--- src/rtl/fp_scan_pkg.sv ---
// Shared definitions for the front-panel matrix scan sequencer.
// Holds the scan FSM state enum, the default parameter values and a helper
// that sizes index/counter fields so that width-1 cases stay legal.
package fp_scan_pkg;

  typedef enum logic [2:0] {
    IDLE,
    CLEAR,
    SHIFT_LO,
    SHIFT_HI,
    EVAL,
    EMIT
  } scan_state_e;

  localparam int DEF_SCAN_BITS      = 64;
  localparam int DEF_CLK_DIV        = 50;
  localparam int DEF_SCAN_INTERVAL  = 1000000;
  localparam int DEF_DEBOUNCE_SCANS = 3;

  // Bits needed to hold values 0..n-1, never less than one bit.
  function automatic int idx_w(input int n);
    return (n > 1) ? $clog2(n) : 1;
  endfunction

endpackage

--- src/rtl/fp_matrix_scan_sequencer_if.sv ---
// Key-event channel of the scan sequencer.
//   evt_valid   - an event is presented (producer)
//   evt_ready   - consumer accepts the event
//   evt_index   - index of the key that changed
//   evt_pressed - new level of that key
//   INT_OUT     - interrupt line, mirrors evt_valid
interface fp_matrix_scan_sequencer_if #(
  parameter int SCAN_BITS = fp_scan_pkg::DEF_SCAN_BITS
) ();
  localparam int IDX_W = fp_scan_pkg::idx_w(SCAN_BITS);

  logic             evt_valid;
  logic             evt_ready;
  logic [IDX_W-1:0] evt_index;
  logic             evt_pressed;
  logic             INT_OUT;

  modport master (output evt_valid, evt_index, evt_pressed, INT_OUT, input evt_ready);
  modport slave  (input evt_valid, evt_index, evt_pressed, INT_OUT, output evt_ready);
endinterface

--- src/rtl/fp_lsb_encoder.sv ---
// Lowest-set-bit priority encoder.
//   vec   - input bit vector (SCAN_BITS wide)
//   index - position of the lowest set bit (0 when vec is empty)
//   any   - vec has at least one bit set
module fp_lsb_encoder
  import fp_scan_pkg::*;
#(
  parameter int SCAN_BITS = DEF_SCAN_BITS,
  parameter int IDX_W     = idx_w(SCAN_BITS)
) (
  input  logic [SCAN_BITS-1:0] vec,
  output logic [IDX_W-1:0]     index,
  output logic                 any
);

  // Walk from the top down so the lowest set bit is the last one written.
  always_comb begin
    index = '0;
    any   = 1'b0;
    for (int i = SCAN_BITS - 1; i >= 0; i--) begin
      if (vec[i]) begin
        index = IDX_W'(i);
        any   = 1'b1;
      end
    end
  end

endmodule

--- src/rtl/fp_matrix_scan_sequencer.sv ---
// Front-panel key matrix scan sequencer.
// Periodically pulses MATRIX_CLEAR to latch the key chain, shifts SCAN_BITS
// bits in (bit 0 first) with MATRIX_CLOCK, debounces whole frames and emits
// one event per changed key, lowest index first.
// Ports:
//   S_AXI_ACLK, S_AXI_ARESET - clock, synchronous active-high reset
//   enable                   - scans may start while high
//   MATRIX_CLEAR/CLOCK       - strobes to the external shift chain
//   MATRIX_DATA_IN           - serial data from the chain
//   key_state                - debounced key vector (1 = pressed)
//   evt_if                   - key-event channel (valid/ready + INT_OUT)
module fp_matrix_scan_sequencer
  import fp_scan_pkg::*;
#(
  parameter int SCAN_BITS      = DEF_SCAN_BITS,
  parameter int CLK_DIV        = DEF_CLK_DIV,
  parameter int SCAN_INTERVAL  = DEF_SCAN_INTERVAL,
  parameter int DEBOUNCE_SCANS = DEF_DEBOUNCE_SCANS
) (
  input  logic                  S_AXI_ACLK,
  input  logic                  S_AXI_ARESET,
  input  logic                  enable,
  output logic                  MATRIX_CLEAR,
  output logic                  MATRIX_CLOCK,
  input  logic                  MATRIX_DATA_IN,
  output logic [SCAN_BITS-1:0]  key_state,
  fp_matrix_scan_sequencer_if.master evt_if
);

  localparam int IDX_W   = idx_w(SCAN_BITS);
  localparam int DIV_W   = idx_w(CLK_DIV);
  localparam int IVL_W   = idx_w(SCAN_INTERVAL);
  localparam int MATCH_W = $clog2(DEBOUNCE_SCANS + 1);

  scan_state_e          state_q, state_d;
  logic [DIV_W-1:0]     div_q, div_d;
  logic [IDX_W-1:0]     bit_q, bit_d;
  logic [IVL_W-1:0]     ivl_q, ivl_d;
  logic                 req_q, req_d;
  logic                 first_q, first_d;
  logic [SCAN_BITS-1:0] raw_q, raw_d;
  logic [SCAN_BITS-1:0] prev_q, prev_d;
  logic [MATCH_W-1:0]   match_q, match_d;
  logic [SCAN_BITS-1:0] key_q, key_d;
  logic [SCAN_BITS-1:0] mask_q, mask_d;

  logic             wrap, req_now, start, div_last, bit_last;
  logic [IDX_W-1:0] enc_idx;
  logic             enc_any;
  logic             evt_valid;

  fp_lsb_encoder #(.SCAN_BITS(SCAN_BITS), .IDX_W(IDX_W)) u_enc (
    .vec   (mask_q),
    .index (enc_idx),
    .any   (enc_any)
  );

  // Strobes decode straight from the state register so their lengths are
  // exactly the time spent in the corresponding state.
  assign MATRIX_CLEAR = (state_q == CLEAR);
  assign MATRIX_CLOCK = (state_q == SHIFT_HI);
  assign key_state    = key_q;

  assign evt_valid          = (state_q == EMIT) && enc_any;
  assign evt_if.evt_valid   = evt_valid;
  assign evt_if.INT_OUT     = evt_valid;
  assign evt_if.evt_index   = enc_idx;
  assign evt_if.evt_pressed = key_q[enc_idx];

  // Request generation: free-running interval wrap plus a one-shot on the
  // first enabled cycle after reset. The pending flag is one deep, so extra
  // wraps while a scan cannot start simply merge into it.
  always_comb begin
    wrap    = (ivl_q == IVL_W'(SCAN_INTERVAL - 1));
    ivl_d   = wrap ? '0 : ivl_q + IVL_W'(1);
    req_now = wrap | (enable & ~first_q);
    first_d = first_q | enable;
    // IDLE already implies the pending-change mask is empty.
    start   = (state_q == IDLE) && enable && (req_q || req_now);
    req_d   = start ? 1'b0 : (req_q | req_now);
  end

  always_comb begin
    state_d  = state_q;
    div_d    = div_q;
    bit_d    = bit_q;
    raw_d    = raw_q;
    prev_d   = prev_q;
    match_d  = match_q;
    key_d    = key_q;
    mask_d   = mask_q;
    div_last = (div_q == DIV_W'(CLK_DIV - 1));
    bit_last = (bit_q == IDX_W'(SCAN_BITS - 1));

    case (state_q)
      IDLE: begin
        if (start) begin
          state_d = CLEAR;
          div_d   = '0;
          bit_d   = '0;
          raw_d   = '0;
        end
      end
      CLEAR: begin
        div_d = div_q + DIV_W'(1);
        if (div_last) begin
          div_d   = '0;
          state_d = SHIFT_LO;
        end
      end
      SHIFT_LO: begin
        div_d = div_q + DIV_W'(1);
        if (div_last) begin
          raw_d[bit_q] = MATRIX_DATA_IN;
          div_d        = '0;
          state_d      = SHIFT_HI;
        end
      end
      SHIFT_HI: begin
        div_d = div_q + DIV_W'(1);
        if (div_last) begin
          div_d = '0;
          if (bit_last) begin
            state_d = EVAL;
          end else begin
            bit_d   = bit_q + IDX_W'(1);
            state_d = SHIFT_LO;
          end
        end
      end
      EVAL: begin
        if (raw_q == prev_q)
          match_d = (match_q >= MATCH_W'(DEBOUNCE_SCANS)) ? match_q : match_q + MATCH_W'(1);
        else
          match_d = MATCH_W'(1);
        prev_d  = raw_q;
        state_d = IDLE;
        if ((match_d == MATCH_W'(DEBOUNCE_SCANS)) && (raw_q != key_q)) begin
          key_d   = raw_q;
          mask_d  = raw_q ^ key_q;
          state_d = EMIT;
        end
      end
      EMIT: begin
        // Mask only changes on a handshake, so the presented event holds
        // still while the consumer stalls.
        if (evt_if.evt_ready) begin
          mask_d[enc_idx] = 1'b0;
          if (mask_d == '0) state_d = IDLE;
        end
      end
      default: state_d = IDLE;
    endcase
  end

  always_ff @(posedge S_AXI_ACLK) begin
    if (S_AXI_ARESET) begin
      state_q <= IDLE;
      div_q   <= '0;
      bit_q   <= '0;
      ivl_q   <= '0;
      req_q   <= 1'b0;
      first_q <= 1'b0;
      raw_q   <= '0;
      prev_q  <= '0;
      match_q <= '0;
      key_q   <= '0;
      mask_q  <= '0;
    end else begin
      state_q <= state_d;
      div_q   <= div_d;
      bit_q   <= bit_d;
      ivl_q   <= ivl_d;
      req_q   <= req_d;
      first_q <= first_d;
      raw_q   <= raw_d;
      prev_q  <= prev_d;
      match_q <= match_d;
      key_q   <= key_d;
      mask_q  <= mask_d;
    end
  end

endmodule

--- src/flat_wrapper.sv ---
// flat-port wrapper written by rule: the top's interface ports become plain ports
module fp_matrix_scan_sequencer_flat import fp_scan_pkg::*;
#(
  parameter int SCAN_BITS      = DEF_SCAN_BITS,
  parameter int CLK_DIV        = DEF_CLK_DIV,
  parameter int SCAN_INTERVAL  = DEF_SCAN_INTERVAL,
  parameter int DEBOUNCE_SCANS = DEF_DEBOUNCE_SCANS
)
  (S_AXI_ACLK, S_AXI_ARESET, enable, MATRIX_CLEAR, MATRIX_CLOCK, MATRIX_DATA_IN, key_state, evt_if_evt_valid, evt_if_evt_index, evt_if_evt_pressed, evt_if_INT_OUT, evt_if_evt_ready);
  fp_matrix_scan_sequencer_if #(.SCAN_BITS(SCAN_BITS)) evt_if_i ();
  input  logic S_AXI_ACLK;
  input  logic S_AXI_ARESET;
  input  logic enable;
  output logic MATRIX_CLEAR;
  output logic MATRIX_CLOCK;
  input  logic MATRIX_DATA_IN;
  output logic [SCAN_BITS-1:0] key_state;
  output wire logic [$bits(evt_if_i.evt_valid)-1:0] evt_if_evt_valid;
  output wire logic [$bits(evt_if_i.evt_index)-1:0] evt_if_evt_index;
  output wire logic [$bits(evt_if_i.evt_pressed)-1:0] evt_if_evt_pressed;
  output wire logic [$bits(evt_if_i.INT_OUT)-1:0] evt_if_INT_OUT;
  input wire logic [$bits(evt_if_i.evt_ready)-1:0] evt_if_evt_ready;
  assign evt_if_evt_valid = evt_if_i.evt_valid;
  assign evt_if_evt_index = evt_if_i.evt_index;
  assign evt_if_evt_pressed = evt_if_i.evt_pressed;
  assign evt_if_INT_OUT = evt_if_i.INT_OUT;
  assign evt_if_i.evt_ready = evt_if_evt_ready;
  fp_matrix_scan_sequencer #(.SCAN_BITS(SCAN_BITS), .CLK_DIV(CLK_DIV), .SCAN_INTERVAL(SCAN_INTERVAL), .DEBOUNCE_SCANS(DEBOUNCE_SCANS)) u_core (.S_AXI_ACLK(S_AXI_ACLK), .S_AXI_ARESET(S_AXI_ARESET), .enable(enable), .MATRIX_CLEAR(MATRIX_CLEAR), .MATRIX_CLOCK(MATRIX_CLOCK), .MATRIX_DATA_IN(MATRIX_DATA_IN), .key_state(key_state), .evt_if(evt_if_i));
endmodule
--- config.mk ---
export PLATFORM = sky130hd
export DESIGN_NAME = fp_matrix_scan_sequencer_flat
export DESIGN_NICKNAME = d
export VERILOG_FILES = /design/src/rtl/fp_scan_pkg.sv /design/src/rtl/fp_matrix_scan_sequencer_if.sv /design/src/rtl/fp_lsb_encoder.sv /design/src/rtl/fp_matrix_scan_sequencer.sv /design/src/flat_wrapper.sv
export SDC_FILE = /design/constraint.sdc
export NUM_CORES = 1
export LEC_CHECK = 0
export BUFFER_PORTS_ARGS = -buffer_cell sky130_fd_sc_hd__clkbuf_2
export CORE_MARGIN = 2
export CORE_UTILIZATION = 60
export DETAILED_ROUTE_END_ITERATION = 10
export GPL_ROUTABILITY_DRIVEN = 1
export PLACE_DENSITY = 0.78
export SLEW_MARGIN = 0
export SYNTH_ARGS = -nofsm -noshare
export SYNTH_HDL_FRONTEND = slang
export SYNTH_SLANG_ARGS = --single-unit
export TNS_END_PERCENT = 50
--- constraint.sdc ---
create_clock -name S_AXI_ACLK -period 8.1 [get_ports S_AXI_ACLK]
set_clock_uncertainty 0.15 [all_clocks]
set_input_delay 0.81 -clock S_AXI_ACLK [delete_from_list [all_inputs] [get_ports S_AXI_ACLK]]
set_output_delay 0.81 -clock S_AXI_ACLK [all_outputs]
set_load 0.01 [all_outputs]
### After elaboration in Yosys (flattened, before gate mapping)

Index checks and enable logic that the tools add are counted.
Widths: inputs -> output; s select.

| storage, ports and cells | value |
|---|---|
| output and inout port bits | 75 |
| memory bits (writable) | 0 |
| memories | 0 |
| ROM bits | 0 |
| bits in latches | 0 |
| register bits | 295 |
| input port bits | 5 |
| word-level logic and storage cells | 228 |

| cells by class | value |
|---|---|
| div/mod/pow operators | 0 |
| magnitude comparators | 5 |
| equality and inequality tests | 19 |
| reductions and logical operators | 22 |
| bitwise gates (word level) | 8 |
| multipliers | 0 |
| add/subtract/negate cells | 4 |
| muxes and demuxes | 159 |
| shifts and indexed selects | 0 |

Operator list:

| kind | number |
|---|---|
| $mux 6 | 68 |
| $mux 64 | 4 |
| $pmux 64 s2 | 2 |
| $mux 1 | 67 |
| $and 64x64->64 | 1 |
| $bwmux 64 | 1 |
| $eq 64x64->1 | 1 |
| $logic_not 64->1 | 1 |
| $ne 64x64->1 | 1 |
| $not 64->64 | 1 |
| $xor 64x64->64 | 1 |
| $mux 3 | 8 |
| $pmux 6 s2 | 2 |
| $add 20x1->20 const B | 1 |
| $eq 20x20->1 const B | 1 |
| $pmux 3 s6 | 1 |
| $lt 6x7->1 const B | 2 |
| $add 6x1->6 const B | 2 |
| $demux 1 s6 | 2 |
| $eq 6x6->1 const B | 2 |
| $ge 6x1->1 const B | 2 |
| $ne 2x1->1 const B | 5 |
| $reduce_bool 2->1 | 4 |
| $bmux 1 s6 | 1 |
| 20 further kinds | 36 |

### Depth between registers and ports, before layout

Gate-level depths: netlist (run 1).

| logic depth | value |
|---|---|
| depth after elaboration | 74 |
| gate-level depth with buffers | 14 |
| mapped depth without buffers | 12 |

### Hierarchy

Synthesis (run 1) repeated with hierarchy kept, for this count alone.

| unflattened totals | value |
|---|---|
| cells, all modules | 1900 |
| area, all modules | 14978.1 um^2 |

Modules (own cells, without submodules):

| module | instances | cells each | area each (um^2) | seq. area each (um^2) |
|---|---|---|---|---|
| fp_matrix_scan_sequencer | 1 | 1760 | 14214.9 | 5905.7 |
| fp_lsb_encoder | 1 | 140 | 763.2 | 0.0 |

### Worst setup path after synthesis (run 1)

No wires, ideal clock.

| timing path | value |
|---|---|
| path type | flip-flop to output port |
| from | register u_core.mask_q[28] |
| to | output port evt_if_evt_pressed |
| arrival time | 3.136 ns |
| data required time | 7.140 ns |
| slack | 4.004 ns |
| cell stages (with the launch flop) | 15 |
| cell sequence | dfxtp_1 buf_6 or4_1 nor3_1 a211o_1 o21a_1 buf_1 o211ai_1 a21oi_2 clkbuf_1 a222oi_1 o21ai_0 o21ai_0 o32a_1 nand3_1 |

| between the ends | value |
|---|---|
| longest elaborated chain between the ends | 31 |

Ends and longest elaborated chain:

| what | line | RTL |
|---|---|---|
| start, declared | fp_matrix_scan_sequencer.sv:45 | `logic [SCAN_BITS-1:0] mask_q, mask_d;` |
| start signal, assigned | fp_matrix_scan_sequencer.sv:180 | `mask_q <= mask_d;` |
| $mux 6 (29 in a row) | fp_lsb_encoder.sv:21 | `if (vec[i]) begin` |
| $bmux 1 s6 | fp_matrix_scan_sequencer.sv:68 | `assign evt_if.evt_pressed = key_q[enc_idx];` |
| $mux 1 (implied by the code) | fp_matrix_scan_sequencer.sv:68 |  |
| end, declared | flat_wrapper.sv:20 | `output wire logic [$bits(evt_if_i.evt_pressed)-1:0] evt_if_evt_pressed;` |

No other way between the ends. The select of a mux whose other input is x is not followed.

### Worst setup path in the final report (run 1)

| timing path | value |
|---|---|
| from | register u_core.mask_q[16] |
| to | output port evt_if_evt_pressed |

| between the ends | value |
|---|---|
| longest elaborated chain between the ends | 19 |

Ends and longest elaborated chain:

| what | line |
|---|---|
| $mux 6 (17 in a row) | fp_lsb_encoder.sv:21 |
| $bmux 1 s6 | fp_matrix_scan_sequencer.sv:68 |
| $mux 1 (implied by the code) | fp_matrix_scan_sequencer.sv:68 |

No other way between the ends. The select of a mux whose other input is x is not followed.

==> results of run 1 <==
## area by class of cell
type                            instances  area, um2  share of cell area
Clock inverter                          9        146             0.00843
Tap cell                              335        419              0.0241
Inverter                               28        105             0.00605
Clock buffer                           42        857              0.0493
Timing Repair Buffer                  105        599              0.0345
Multi-Input combinational cell       1594       9340               0.538
Sequential cell                       295       5910               0.340
## where the power goes
group	leakage [nW]	internal [mW]	total, mW	switching (mW)
Sequential	2.38	1.47	1.50	0.0319
Clock	0.492	0.833	1.45	0.621
Combinational	3.56	0.141	0.546	0.405
## routing by layer
layer	GRT usage	vias to the layer above	routed length (um)
met3	0.110	339	7350
met1	0.535	7840	23000
met5	0	-	12
met2	0.717	1167	28700
li1	-	7306	-
met4	0.302	2	5550
## cell families after synthesis
kind of cell	count (synthesis)	synth area share
multiplexers	72	0.0451
XOR/XNOR	146	0.0800
flip-flops	295	0.369
buffers and inverters	181	0.0499
AO/OA/AOI/OAI	642	0.235
adder cells (fa/ha/maj)	4	0.00313
AND/OR/NAND/NOR	730	0.218
## state kept, by name (all words and copies together) (netlist names)
signal,count
u_core.state_q,3
u_core.div_q,6
u_core.bit_q,6
u_core.match_q,2
u_core.raw_q,64
u_core.prev_q,64
u_core.req_q,1
u_core.ivl_q,20
u_core.key_state,64
u_core.first_q,1
u_core.mask_q,64
## worst paths after layout
kind | start | slack, ns | to
worst min-delay path | u_core.prev_q[14]$_SDFFE_PP0N_ | 0.32 | u_core.prev_q[14]$_SDFFE_PP0N_
worst max-delay path | u_core.mask_q[16]$_SDFFE_PP0P_ | 1.95 | evt_if_evt_pressed
worst max register to register | u_core.mask_q[16]$_SDFFE_PP0P_ | 2.61 | u_core.state_q[0]$_SDFFE_PP0P_
worst min register to register | u_core.prev_q[14]$_SDFFE_PP0N_ | 0.32 | u_core.prev_q[14]$_SDFFE_PP0N_
## per-stage QoR
stage / power, mW / std cells / worst slack [ns]
after floorplan: 1.89 / 2070 / 4.00
after global placement: 2.04 / 2357 / 2.86
after detailed placement: 2.04 / 2357 / 2.76
after CTS: 3.47 / 2408 / 2.11
after global routing: 3.58 / 2408 / 1.89
final: 3.50 / 2408 / 1.95
## layout by cell type (no fill, tap or decap), drive strengths merged, types with 7 or more instances in the layout
master / instances
o211ai: 10
nand4: 33
nor3: 39
xnor2: 73
nor3b: 11
nand2: 305
nand3: 19
o21bai: 7
nand2b: 18
clkbuf: 121
a21boi: 8
nor2b: 14
nor2: 183
a31oi: 7
or3: 7
buf: 26
o21ai: 142
a211oi: 15
dfxtp: 295
a22oi: 14
nor4: 44
and2: 7
o31ai: 14
a21oi: 345
xor2: 73
a221oi: 11
or4: 14
and3: 10
mux2i: 72
a2111oi: 7
o41ai: 10
inv: 29
or2: 11
## synthesized netlist by cell type, types with 11 or more instances
| cell type | number | share of area |
|---|---|---|
| a21oi_1 | 343 | 0.11 |
| nand2_1 | 305 | 0.072 |
| dfxtp_1 | 295 | 0.37 |
| nor2_1 | 183 | 0.043 |
| o21ai_0 | 141 | 0.044 |
| clkbuf_1 | 116 | 0.027 |
| xnor2_1 | 73 | 0.040 |
| xor2_1 | 73 | 0.040 |
| mux2i_1 | 72 | 0.045 |
| nor3_1 | 36 | 0.011 |
| nor4_1 | 35 | 0.014 |
| nand4_1 | 31 | 0.012 |
| inv_1 | 25 | 0.0059 |
| nand3_1 | 19 | 0.0059 |
| nand2b_1 | 18 | 0.0070 |
| a211oi_1 | 14 | 0.0066 |
| a22oi_1 | 14 | 0.0066 |
| buf_1 | 14 | 0.0033 |
| nor2b_1 | 14 | 0.0055 |
| o31ai_1 | 14 | 0.0066 |
| or4_1 | 11 | 0.0052 |
## worst min-delay path, cell delays in order, from the launching register on
cell and delay (ns):
dfxtp_1 0.32, nand2_1 0.05, a21oi_1 0.05
==> out/qor.csv, run 1 <==
stage,metric,value,unit
status,status,finished with violations,
status,failing checks,DRC,
clock_network,clk slew on worst S/H paths,0.06,ns
routing,Via density,6.92,
timing,"Slew Viols, Final",0,
placed_design,placed inst area,16400,um2
grt,vias in the first global route,15500,
clock_network,cts bufs inserted,31,
grt,global-route total usage across every layer,0.448,
timing,hold slack,0.317,ns
final_layout,design area,17400,um2
clock_network,post-CTS setup buffers,0,
yosys,Post-Syn Area,16000,um2
timing,Tightest Pin Transition,1.23,ns
timing,fmax,163,MHz
timing,Final Hold Vio Count,0,
worst_setup_path,CP cell instances,nor4_1 > nand3_1 > a211o_1 > o21a_1 > buf_4 > inv_2 > o211ai_1 > buf_4 > nor2_1 > a22oi_1 > nand2_1 > a21oi_1 > o32a_1 > nand3_1 > clkbuf_2,
yosys,Mapped Cells,2070,
clock_network,# H-tree levels,1,
floorplan,# rows,59,
worst_setup_path,Slowest Stage Delay on Critical Path,0.77,ns
yosys,"EDFF count, synth",0,
clock_network,clock root cell,clkbuf_16,
routing,DRC Markers,2,
final_layout,antenna cells,0,
worst_setup_path,CP Depth,15,
floorplan,full die area,28000,um2
routing,1st-iter DRT viols,2095,
worst_setup_path,worst path bufs/invs,4,
yosys,#FFs+latches synth,295,
worst_setup_path,"Largest delay share family, worst path",simple AND/OR/NAND/NOR gates,
worst_hold_path,Hold Path Depth,2,
timing,Post-Route Setup TNS,0,ns
final_layout,Area Overhead vs Synth,8.64,%
yosys,sequential element share of the synthesized area,0.369,
floorplan,die outline height,167,um
routing,Routed Antenna Nets,0,
yosys,Synth Flop Type,dfxtp_1,
worst_setup_path,"Slowest-stage cell, CP",nor2_1,
grt,GRT overflow,0,
worst_setup_path,Required @ worst endpoint,7.14,ns
floorplan,core area,26100,um2
timing,Slew HR,0.175,
job,Max-cap violations,0,
routing,vias,16700,
final_layout,final core occ,0.665,
clock_network,CTS tree,done,
routing,drt pass-1 iters,10,
yosys,mean area per synthesized cell,7.72,um2
worst_setup_path,Setup CP Type,register to output port,
timing,RSZ-0062 raised after global routing,no,
yosys,Syn Nets,2079,
grt,antenna violations before repair,2,
clock_network,Clock Latency Late Sink,0.61,ns
timing,fin crit period,6.15,ns
power,worst vdd ir,0.000191,V
final_layout,NumNets Final,2064,
worst_setup_path,worst r2r path cells,10,
clock_network,clk sinks,295,
yosys,number of synthesis warnings,0,
floorplan,num ports,80,
worst_setup_path,crit path launch type,register,
clock_network,Hold Buf Count CTS,0,
timing,# setup viols final,0,
worst_setup_path,WP data arrival,5.19,ns
floorplan,DIE WIDTH,167,um
routing,wire per inst,26.8,um
timing,Final Cycle Share,0.760,
routing,final WL,64600,um
placed_design,placer congestion estimate,1.03,
final_layout,fill count,2160,
placed_design,number of I/O port buffers,79,
floorplan,Starting Density,0.612,
clock_network,Longest Clk Path Bufs,3,
grt,first-pass GRT wire length,96000,um
yosys,Unique masters post-synth,91,
yosys,Async SR Flop Fraction,0,
worst_setup_path,Crit. End Element,output port,
placed_design,Post-DP HPWL,45900,um
worst_hold_path,HP Class,register to register,
final_layout,layout cells sized above 1,0.0970,
clock_network,CTS resizes,0,
grt,largest net degree at the start of global routing,129,
power,static leakage,6.42,nW
worst_setup_path,crit path max fanout,15,
power,pwr dens,201,nW/um2
Power figures use the tool's default switching activity.
==> run 2: changes to the inputs <==
ABC_AREA = 1   (was default)
clock period = 5.75 ns   (was 8.1 ns; I/O delays follow)
==> out/qor.csv, run 2 <==
stage,metric,value,unit
worst_setup_path,Crit. End Element,output port,
timing,Final Cycle Share,1.02,
yosys,sequential element share of the synthesized area,0.373,
yosys,Async SR Flop Fraction,0,
clock_network,clock root cell,clkbuf_16,
yosys,Synth Area in Adders,0.00316,
grt,largest net degree at the start of global routing,119,
clock_network,clk sinks,295,
routing,drt pass-1 iters,6,
yosys,cell taking the most area after synthesis,dfxtp_1,
grt,vias in the first global route,15600,
grt,first-pass GRT wire length,84700,um
yosys,Syn Nets,2442,
timing,RSZ-0062 raised after global routing,yes,
status,failing checks,setup timing,
clock_network,cts bufs inserted,34,
yosys,xor-xnor portion of the synthesized cell area,0.0663,
routing,vias,16900,
power,Seq pwr share,0.375,
routing,max layer used,met4,
final_layout,final std cells w/o fill,2809,
routing,Routed Antenna Nets,0,
power,pwr dens,348,nW/um2
yosys,Post-Synth Simple-Gate Area,0.322,
yosys,Post-Syn Area,15800,um2
job,Max-cap violations,0,
clock_network,Hold Buf Count CTS,0,
yosys,top cell type's share of synthesized area,0.373,
clock_network,Longest Clk Path Bufs,3,
yosys,main combinational cell family by area after synthesis,simple AND/OR/NAND/NOR gates,
power,sw power,2.14,mW
yosys,mean area per synthesized cell,6.51,um2
worst_setup_path,Setup CP Type,register to output port,
power,Int Pwr,4.00,mW
floorplan,Starting Density,0.610,
worst_setup_path,Slowest Stage Delay on Critical Path,0.33,ns
timing,fin crit period,5.87,ns
power,static leakage,6.81,nW
placed_design,placer congestion estimate,0.993,
yosys,#FFs+latches synth,295,
yosys,Synth area leaders,"dfxtp_1, nand2_1, a21oi_1",
floorplan,core area,26000,um2
yosys,Compound-Gate Fraction of Synth Area,0.159,
worst_setup_path,"Slowest-stage cell, CP",dfxtp_2,
clock_network,# H-tree levels,2,
routing,1st-iter DRT viols,2298,
yosys,Unique masters post-synth,44,
power,Comb pwr share,0.267,
worst_setup_path,worst path bufs/invs,4,
final_layout,fill count,2359,
timing,fmax,170,MHz
clock_network,Clock Latency Late Sink,0.52,ns
final_layout,layout cells sized above 1,0.0873,
grt,GRT overflow,0,
yosys,Mapped Cells,2433,
worst_setup_path,Required @ worst endpoint,5.03,ns
timing,fin worst setup slack,-0.124,ns
timing,# setup viols final,1,
final_layout,Area Overhead vs Synth,11.4,%
yosys,Synth Flop Type,dfxtp_1,
yosys,most frequent cell after synthesis,nand2_1,
worst_setup_path,"Largest delay share family, worst path",simple AND/OR/NAND/NOR gates,
floorplan,full die area,27700,um2
placed_design,Post-DP HPWL,37000,um
grt,antenna violations before repair,0,
yosys,post-synthesis mux area share,0,
routing,wire per inst,19.3,um
worst_hold_path,HP Class,input port to register,
timing,Tightest Pin Transition,1.07,ns
status,status,finished with violations,
worst_setup_path,most frequent CP cell,nand2_1,
floorplan,die outline height,167,um
worst_setup_path,crit path launch type,register,
placed_design,Placed Cells,2748,
timing,"Slew Viols, Final",0,
final_layout,FF/Latch Area,5910,um2
power,Clk pwr share,0.358,
clock_network,CTS tree,done,
yosys,"EDFF count, synth",0,
floorplan,DIE WIDTH,167,um
grt,global-route total usage across every layer,0.380,
routing,DRC Markers,0,
worst_setup_path,WP data arrival,5.15,ns
clock_network,clk slew on worst S/H paths,0.06,ns
power,switching share of power,0.348,
yosys,number of synthesis warnings,0,
final_layout,Multi-input gate area,8840,um2
final_layout,most frequent cells in the layout,"nand2_1, dfxtp_1, nor2_1",
final_layout,"commonest non-fill, non-tap cell in the layout",nand2_1,
final_layout,final core occ,0.680,
timing,Final Hold Vio Count,0,
placed_design,number of I/O port buffers,79,
timing,hold slack,0.159,ns
final_layout,antenna cells,0,
routing,final WL,54100,um
timing,Slew HR,0.288,
routing,met2 WL,24200,um
final_layout,NumNets Final,2463,
floorplan,num ports,80,
routing,Via density,6.01,
yosys,Post-synth top cells,"nand2_1, dfxtp_1, nor2_1",
routing,met3 WL,5190,um
routing,met1 wire length,21600,um
power,worst vdd ir,0.000560,V
floorplan,# rows,59,
worst_setup_path,crit path max fanout,10,
==> run 2: repair_timing <==
action | 4_1_cts | 5_1_grt
gates resized for setup | 14 | 9
setup buffers | 5 | 0
setup endpoints to repair | 1 | 5
pin swaps | 1 | 0
==> run 2: worst min-delay path: cells and delay by family <==
kind,cells,cell delay (ns)
AND/OR/NAND/NOR,2,0.11
buffers and inverters,1,0.10
==> run 2: logic make-up (layout without fill, tap and decap cells) <==
family | after synthesis | count (layout)
and+or+nand+nor | 1211 | 1211
AOI/OAI and AO/OA | 489 | 489
buffers and inverters | 314 | 355
DFF | 295 | 295
xor gates and xnor gates | 120 | 120
adders and majority gates | 4 | 4
==> run 2: metal layers <==
| metal | vias up | global-route usage |
|---|---|---|
| li1 | 8031 | - |
| met5 | - | 0 |
| met1 | 7752 | 0.502 |
| met2 | 888 | 0.595 |
| met3 | 205 | 0.0656 |
| met4 | 0 | 0.201 |
==> run 2: power groups by stage <==
stage | Sequential, mW | Combinational [mW] | Clock (mW)
after floorplan | 2.32 | 1.19 | 0
after CTS | 2.30 | 1.60 | 2.21
final | 2.31 | 1.64 | 2.20
after global routing | 2.32 | 1.83 | 2.28
after detailed placement | 2.34 | 1.56 | 0
after global placement | 2.34 | 1.54 | 0
==> run 2: worst paths after layout <==
| kind | startpoint | cells past startpoint | slack [ns] | endpoint |
|---|---|---|---|---|
| min | enable | 3 | 0.16 | u_core.first_q$_SDFF_PP0_ |
| max | u_core.mask_q[62]$_SDFFE_PP0P_ | 75 | -0.12 | evt_if_evt_pressed |
| max reg2reg | u_core.mask_q[62]$_SDFFE_PP0P_ | 80 | 0.35 | u_core.state_q[1]$_SDFFE_PP0P_ |
| min reg2reg | u_core.ivl_q[0]$_SDFF_PP0_ | 1 | 0.29 | u_core.ivl_q[0]$_SDFF_PP0_ |
==> run 2: final cells by class <==
class,instances,share of cell area
clock buffer,47,0.0549
inverter,185,0.0395
tap,335,0.0237
multi-input combinational,1824,0.500
timing repair buffer,114,0.0383
sequential,295,0.335
clock inverter,9,0.00850
==> run 2: metrics by stage <==
step                area (um2)  worst slack, ns  setup TNS, ns  power (mW)
floorplan                15800            0.995              0        3.51
global placement         16400            0.313              0        3.88
detailed placement       16400            0.295              0        3.91
CTS                      17600          -0.0763        -0.0763        6.12
global route             17700           -0.926          -2.68        6.44
finish                   17700           -0.124         -0.124        6.14
